===== src/rtl/mem_subword_rmw.sv =====
// Load/store engine for a word-addressed single-port memory. Sub-word stores
// are done as read-modify-write; sub-word loads are lane-extracted and extended.
module mem_subword_rmw #(
  parameter int DATA_W  = 32,
  parameter int ADDR_W  = 32,
  parameter int MEM_LAT = 1
) (
  input  logic              clk,
  input  logic              reset,
  input  logic              req_valid,
  output logic              req_ready,
  input  logic              req_write,
  input  logic [1:0]        req_size,
  input  logic              req_signed,
  input  logic [ADDR_W-1:0] req_addr,
  input  logic [DATA_W-1:0] req_wdata,
  output logic              resp_valid,
  output logic [DATA_W-1:0] resp_rdata,
  output logic              resp_misaligned,
  output logic [ADDR_W-1:0] mem_addr,
  output logic              mem_rd,
  output logic              mem_wr,
  output logic [DATA_W-1:0] mem_wdata,
  input  logic [DATA_W-1:0] mem_rdata
);
  localparam int NUM_LANES = DATA_W / 8;
  localparam int OFF_W     = $clog2(NUM_LANES);
  localparam int CNT_W     = (MEM_LAT > 1) ? $clog2(MEM_LAT) : 1;

  localparam logic [1:0] SZ_WORD = 2'b00;
  localparam logic [1:0] SZ_HALF = 2'b01;
  localparam logic [1:0] SZ_BYTE = 2'b10;
  localparam logic [1:0] SZ_RSVD = 2'b11;

  typedef enum logic [2:0] {S_IDLE, S_READ, S_WAIT, S_WRITE, S_RESP} state_t;

  state_t                         state_q, state_d;
  logic [CNT_W-1:0]               cnt_q;
  logic                           write_q, signed_q, mis_q;
  logic [1:0]                     size_q;
  logic [OFF_W-1:0]               off_q;
  logic [15:0]                    wlo_q;

  logic                           accept, req_mis, last_wait;
  logic [OFF_W-1:0]               req_off;
  logic [DATA_W-1:0]              shifted, load_ext;
  logic [NUM_LANES-1:0][7:0]      merged;

  assign req_off   = req_addr[OFF_W-1:0];
  assign req_mis   = (req_size == SZ_RSVD) ||
                     (req_size == SZ_WORD && req_off != '0) ||
                     (req_size == SZ_HALF && req_off[0]);
  assign accept    = req_valid && (state_q == S_IDLE);
  assign last_wait = (state_q == S_WAIT) && (cnt_q == '0);

  assign req_ready       = (state_q == S_IDLE);
  assign mem_rd          = (state_q == S_READ);
  assign mem_wr          = (state_q == S_WRITE);
  assign resp_valid      = (state_q == S_RESP);
  assign resp_misaligned = (state_q == S_RESP) && mis_q;

  // Load path: bring the addressed lane down to bit 0, then extend.
  assign shifted = mem_rdata >> {off_q, 3'b000};

  always_comb begin
    load_ext = shifted;
    case (size_q)
      SZ_HALF: load_ext = {{(DATA_W-16){signed_q & shifted[15]}}, shifted[15:0]};
      SZ_BYTE: load_ext = {{(DATA_W-8){signed_q & shifted[7]}}, shifted[7:0]};
      default: load_ext = shifted;
    endcase
  end

  // Store merge: each byte lane keeps the memory byte unless the store hits it.
  for (genvar k = 0; k < NUM_LANES; k++) begin : g_lane
    logic byte_hit, half_hit;
    assign byte_hit  = (size_q == SZ_BYTE) && (off_q == OFF_W'(k));
    assign half_hit  = (size_q == SZ_HALF) && (off_q == OFF_W'(k - (k % 2)));
    assign merged[k] = byte_hit ? wlo_q[7:0] :
                       half_hit ? wlo_q[8*(k%2) +: 8] :
                                  mem_rdata[8*k +: 8];
  end

  always_comb begin
    state_d = state_q;
    case (state_q)
      S_IDLE: begin
        if (accept) begin
          if (req_mis)                              state_d = S_RESP;
          else if (req_write && req_size == SZ_WORD) state_d = S_WRITE;
          else                                      state_d = S_READ;
        end
      end
      S_READ:  state_d = S_WAIT;
      S_WAIT:  if (cnt_q == '0) state_d = write_q ? S_WRITE : S_RESP;
      S_WRITE: state_d = S_RESP;
      S_RESP:  state_d = S_IDLE;
      default: state_d = S_IDLE;
    endcase
  end

  always_ff @(posedge clk or negedge reset) begin
    if (!reset) begin
      state_q    <= S_IDLE;
      cnt_q      <= '0;
      write_q    <= 1'b0;
      signed_q   <= 1'b0;
      mis_q      <= 1'b0;
      size_q     <= 2'b00;
      off_q      <= '0;
      wlo_q      <= '0;
      mem_addr   <= '0;
      mem_wdata  <= '0;
      resp_rdata <= '0;
    end else begin
      state_q <= state_d;
      if (accept) begin
        write_q  <= req_write;
        signed_q <= req_signed;
        mis_q    <= req_mis;
        size_q   <= req_size;
        off_q    <= req_off;
        wlo_q    <= req_wdata[15:0];
        // A rejected request never touches the memory interface.
        if (!req_mis) mem_addr <= {req_addr[ADDR_W-1:OFF_W], {OFF_W{1'b0}}};
        if (!req_mis && req_write && req_size == SZ_WORD) mem_wdata <= req_wdata;
      end
      if (state_q == S_READ)
        cnt_q <= CNT_W'(MEM_LAT - 1);
      else if (state_q == S_WAIT && cnt_q != '0)
        cnt_q <= cnt_q - CNT_W'(1);
      if (last_wait) begin
        if (write_q) mem_wdata  <= merged;
        else         resp_rdata <= load_ext;
      end
      if ((accept && req_mis) || state_q == S_WRITE) resp_rdata <= '0;
    end
  end
endmodule


===== config.mk =====
export PLATFORM = sky130hd
export DESIGN_NAME = mem_subword_rmw
export DESIGN_NICKNAME = d
export VERILOG_FILES = /design/src/rtl/mem_subword_rmw.sv
export SDC_FILE = /design/constraint.sdc
export NUM_CORES = 1
export LEC_CHECK = 0
export ABC_AREA = 1
export BUFFER_PORTS_ARGS = -buffer_cell sky130_fd_sc_hd__buf_2
export CAP_MARGIN = 20
export CORE_ASPECT_RATIO = 0.6
export CORE_MARGIN = 2
export CORE_UTILIZATION = 35
export CTS_CLUSTER_SIZE = 28
export DETAILED_ROUTE_END_ITERATION = 10
export HOLD_SLACK_MARGIN = 0.06
export PLACE_DENSITY = 0.67
export REMOVE_ABC_BUFFERS = 1
export SLEW_MARGIN = 40
export SYNTH_ARGS = -nofsm -noshare
export SYNTH_HDL_FRONTEND = slang
export SYNTH_SLANG_ARGS = --single-unit

===== constraint.sdc =====
create_clock -name clk -period 1.9 [get_ports clk]
set_input_delay 0.19 -clock clk [delete_from_list [all_inputs] [get_ports clk]]
set_output_delay 0.19 -clock clk [all_outputs]
set_load 0.01 [all_outputs]

==> impl_metrics.ini <==
[floorplanning]
core_um2 = 19000
rows = 39
die_x_um = 184
start_util_pct = 35.7
die-area_um2 = 20600
io_pins = 204
fp.dieH_um = 112

[synthesis]
yosysSeqAreaShare_pct = 44.5
syn-cell-area_um2 = 6800
yosysWarnings = 0
synth.distinct_cells = 27
syn_avg_cell_area_um2 = 7.04
ys_ff_latch = 121
syn_inst = 966

[layout]
post-route-cell-area_um2 = 9280
register_area_um2 = 3030
final_nets = 1316
syn2layout_area_growth_pct = 36.5
finish.utilization_pct = 48.8
layout-drive-gt1-share_pct = 24.1
multi_input_area_um2 = 3070
fill_cells = 1951

[routing]
vias = 7273
dr.pass1.iters = 5
ant_nets = 0
drt_iter0_drc = 672
drc = 0
wl_mm = 23.0
vias_per_cell = 4.94
wire_per_inst_um = 15.6

[timing]
fin_skew_ns = 0.0171
period_share_pct = 94.0
hold_viol = 0
setup_viol = 0
finalMaxSlewViolations = 0
min_period_ns = 1.79
fmax_ghz = 0.560
grt_setup_unrepaired = no

[power_and_ir_drop]
peakVddDrop_v = 0.000854
clkPwrFrac_pct = 24.8
power_frac_seq_pct = 29.9
p_leak_nw = 5.37
switching_share_pct = 42.9
p_sw_mw = 6.22
combPwrFrac_pct = 45.3
p_per_area_nw_per_um2 = 1560
p_int_mw = 8.30

[setup_path]
cp-end-kind = primary output
required_ns = 1.71
path_cells = inv_1 > nand3_1 > buf_12 > inv_1 > buf_2
cpMostUsedCell = inv_1
critPathSlowestCell = dfrtp_1
start_kind = flip-flop
arrival_ns = 1.60
slowest_delay_ns = 0.52
crit_type = flip-flop to primary output
r2r_slack_ns = 0.17
critical_path.max_fanout = 34

[placed_design]
dpl-instance-area_um2 = 8170
io_buffer_count = 201
gp_congestion = 0.912
dp_hpwl_mm = 17.2

[hold_path]
hold_path.class = input port to flip-flop

[global_routing]
track_usage_pct = 23.3
grtUsageMet3_pct = 6.28
grt_start_max_net_pins = 42
grtUsageMet1_pct = 36.1
gr-usage-met2_pct = 32.0
grt_pass1_vias = 6951
grt_pass1_wl_mm = 37.2
overflow = 0
busiest_layer = met1
antenna_found_initial = 5

[clocking]
clk_pin_slew_worst_paths_ns = 0.06
cts.sinks = 121
post_cts_buffers = 0
cts_buffers = 17
cts_tree = built
cts_root_buf = clkbuf_16
htree_levels = 4
worstSkewPairLatency_ns = 0.42
cts_buffer_depth = 2

[flow_run]
drv_cap = 0

[outcome]
status = finished clean
layout make-up:
cell class	instances	share of cell area, %
multi-input combinational	674	33.1
clock inverter	15	2.31
inverter	113	4.60
timing repair buffer	284	19.4
antenna	3	0.0809
clock buffer	17	4.58
sequential	121	32.7
tap	246	3.32
repair_timing:
item / in CTS / in global routing
hold endpoints to repair: 165 / 0
hold buffers: 45 / 0
resized for setup: 0 / 6
setup endpoints to repair: 0 / 56
logic make-up (layout without fill, tap and decap cells):
logic type	count (synthesis)	after routing	synth area share, %
buffers and inverters	172	429	10.5
flip-flops	121	121	44.5
other	1	5	0.0552
adder cells (fa/ha/maj)	2	2	0.368
AND/OR/NAND/NOR	561	561	36.6
AO/OA/AOI/OAI	109	109	8.02
state kept, by name, indices dropped and copies added, names as in the netlist:
register,flops
cnt_q,1
mem_addr,30
mem_wdata,32
mis_q,1
off_q,2
resp_rdata,32
signed_q,1
size_q,2
state_q,3
wlo_q,16
write_q,1
synthesized netlist by cell type (all sizes together):
library cell,n,share of area (%)
clkbuf,18,0.99
inv,113,6.2
or2,2,0.18
nand4,65,6.1
o21ai,70,5.2
nor2,47,3.6
conb,1,0.055
nor4,1,0.092
nor3,3,0.39
dfrtp,121,45
buf,41,3.2
nand3,70,5.6
nand2,373,21
ha,2,0.37
a21oi,39,2.9
routing by layer:
layer | share of wire [%] | routed length [um]
met1 | 50 | 11400
met2 | 40 | 9250
met3 | 9.2 | 2120
met4 | 0.76 | 176
met5 | 0.10 | 23
worst paths after layout:
| kind | to | startpoint | depth (start not counted) |
|---|---|---|---|
| max in group asynchronous | mem_addr[29] | reset | 3 |
| setup / recovery | mem_wr | state_q[2] | 5 |
| hold / removal | size_q[1] | req_size[1] | 3 |
| hold reg to reg | mem_addr[8] | mem_addr[8] | 2 |
| setup reg to reg | mem_wdata[29] | size_q[1] | 8 |
| min in group asynchronous | mem_wdata[22] | reset | 2 |
metrics by stage:
step / power, mW / hold slack, ns / cells / TNS (ns) / worst slack (ns)
floorplan: 8.11 / -0.106 / 908 / -24.26 / -0.349
global placement: 10.7 / 0.0704 / 1393 / 0 / 0.133
detailed placement: 10.8 / 0.0686 / 1393 / 0 / 0.131
CTS: 14.5 / 0.0607 / 1470 / 0 / 0.0947
global route: 15.7 / 0.106 / 1470 / 0 / 0.0163
finish: 14.5 / 0.0790 / 1473 / 0 / 0.115
worst max-delay path: cells and delay by family (launching register included):
family / cells / cell delay (ns)
flops: 1 / 0.52
buf+inv: 4 / 0.52
simple gates: 1 / 0.14
power by group through the flow:
stage	combinational (mW)	sequential [mW]	clock, mW
after floorplan	3.37	4.74	0
after global placement	6.33	4.35	0
after detailed placement	6.44	4.35	0
after CTS	6.55	4.33	3.65
after global routing	7.43	4.48	3.77
final	6.58	4.34	3.60
cell usage in the layout, fill, tap and decap left out, types with 2 or more instances in the layout:
| master | instances |
|---|---|
| nand3_2 | 2 |
| inv_2 | 5 |
| nor2_4 | 4 |
| conb_1 | 2 |
| nor2_1 | 40 |
| nand2_1 | 372 |
| clkbuf_16 | 17 |
| bufinv_16 | 4 |
| inv_6 | 5 |
| nand3_4 | 2 |
| buf_12 | 4 |
| ha_1 | 2 |
| a21oi_1 | 39 |
| dfrtp_1 | 119 |
| diode_2 | 3 |
| buf_2 | 200 |
| dfrtp_2 | 2 |
| dlygate4sd3_1 | 45 |
| or2_2 | 2 |
| buf_4 | 34 |
| nand4_1 | 64 |
| o21ai_0 | 69 |
| nor3_1 | 2 |
| nor2_8 | 2 |
| clkinv_4 | 3 |
| inv_1 | 107 |
| nand3_1 | 66 |
Note: power is estimated with default switching activity, not from simulation.
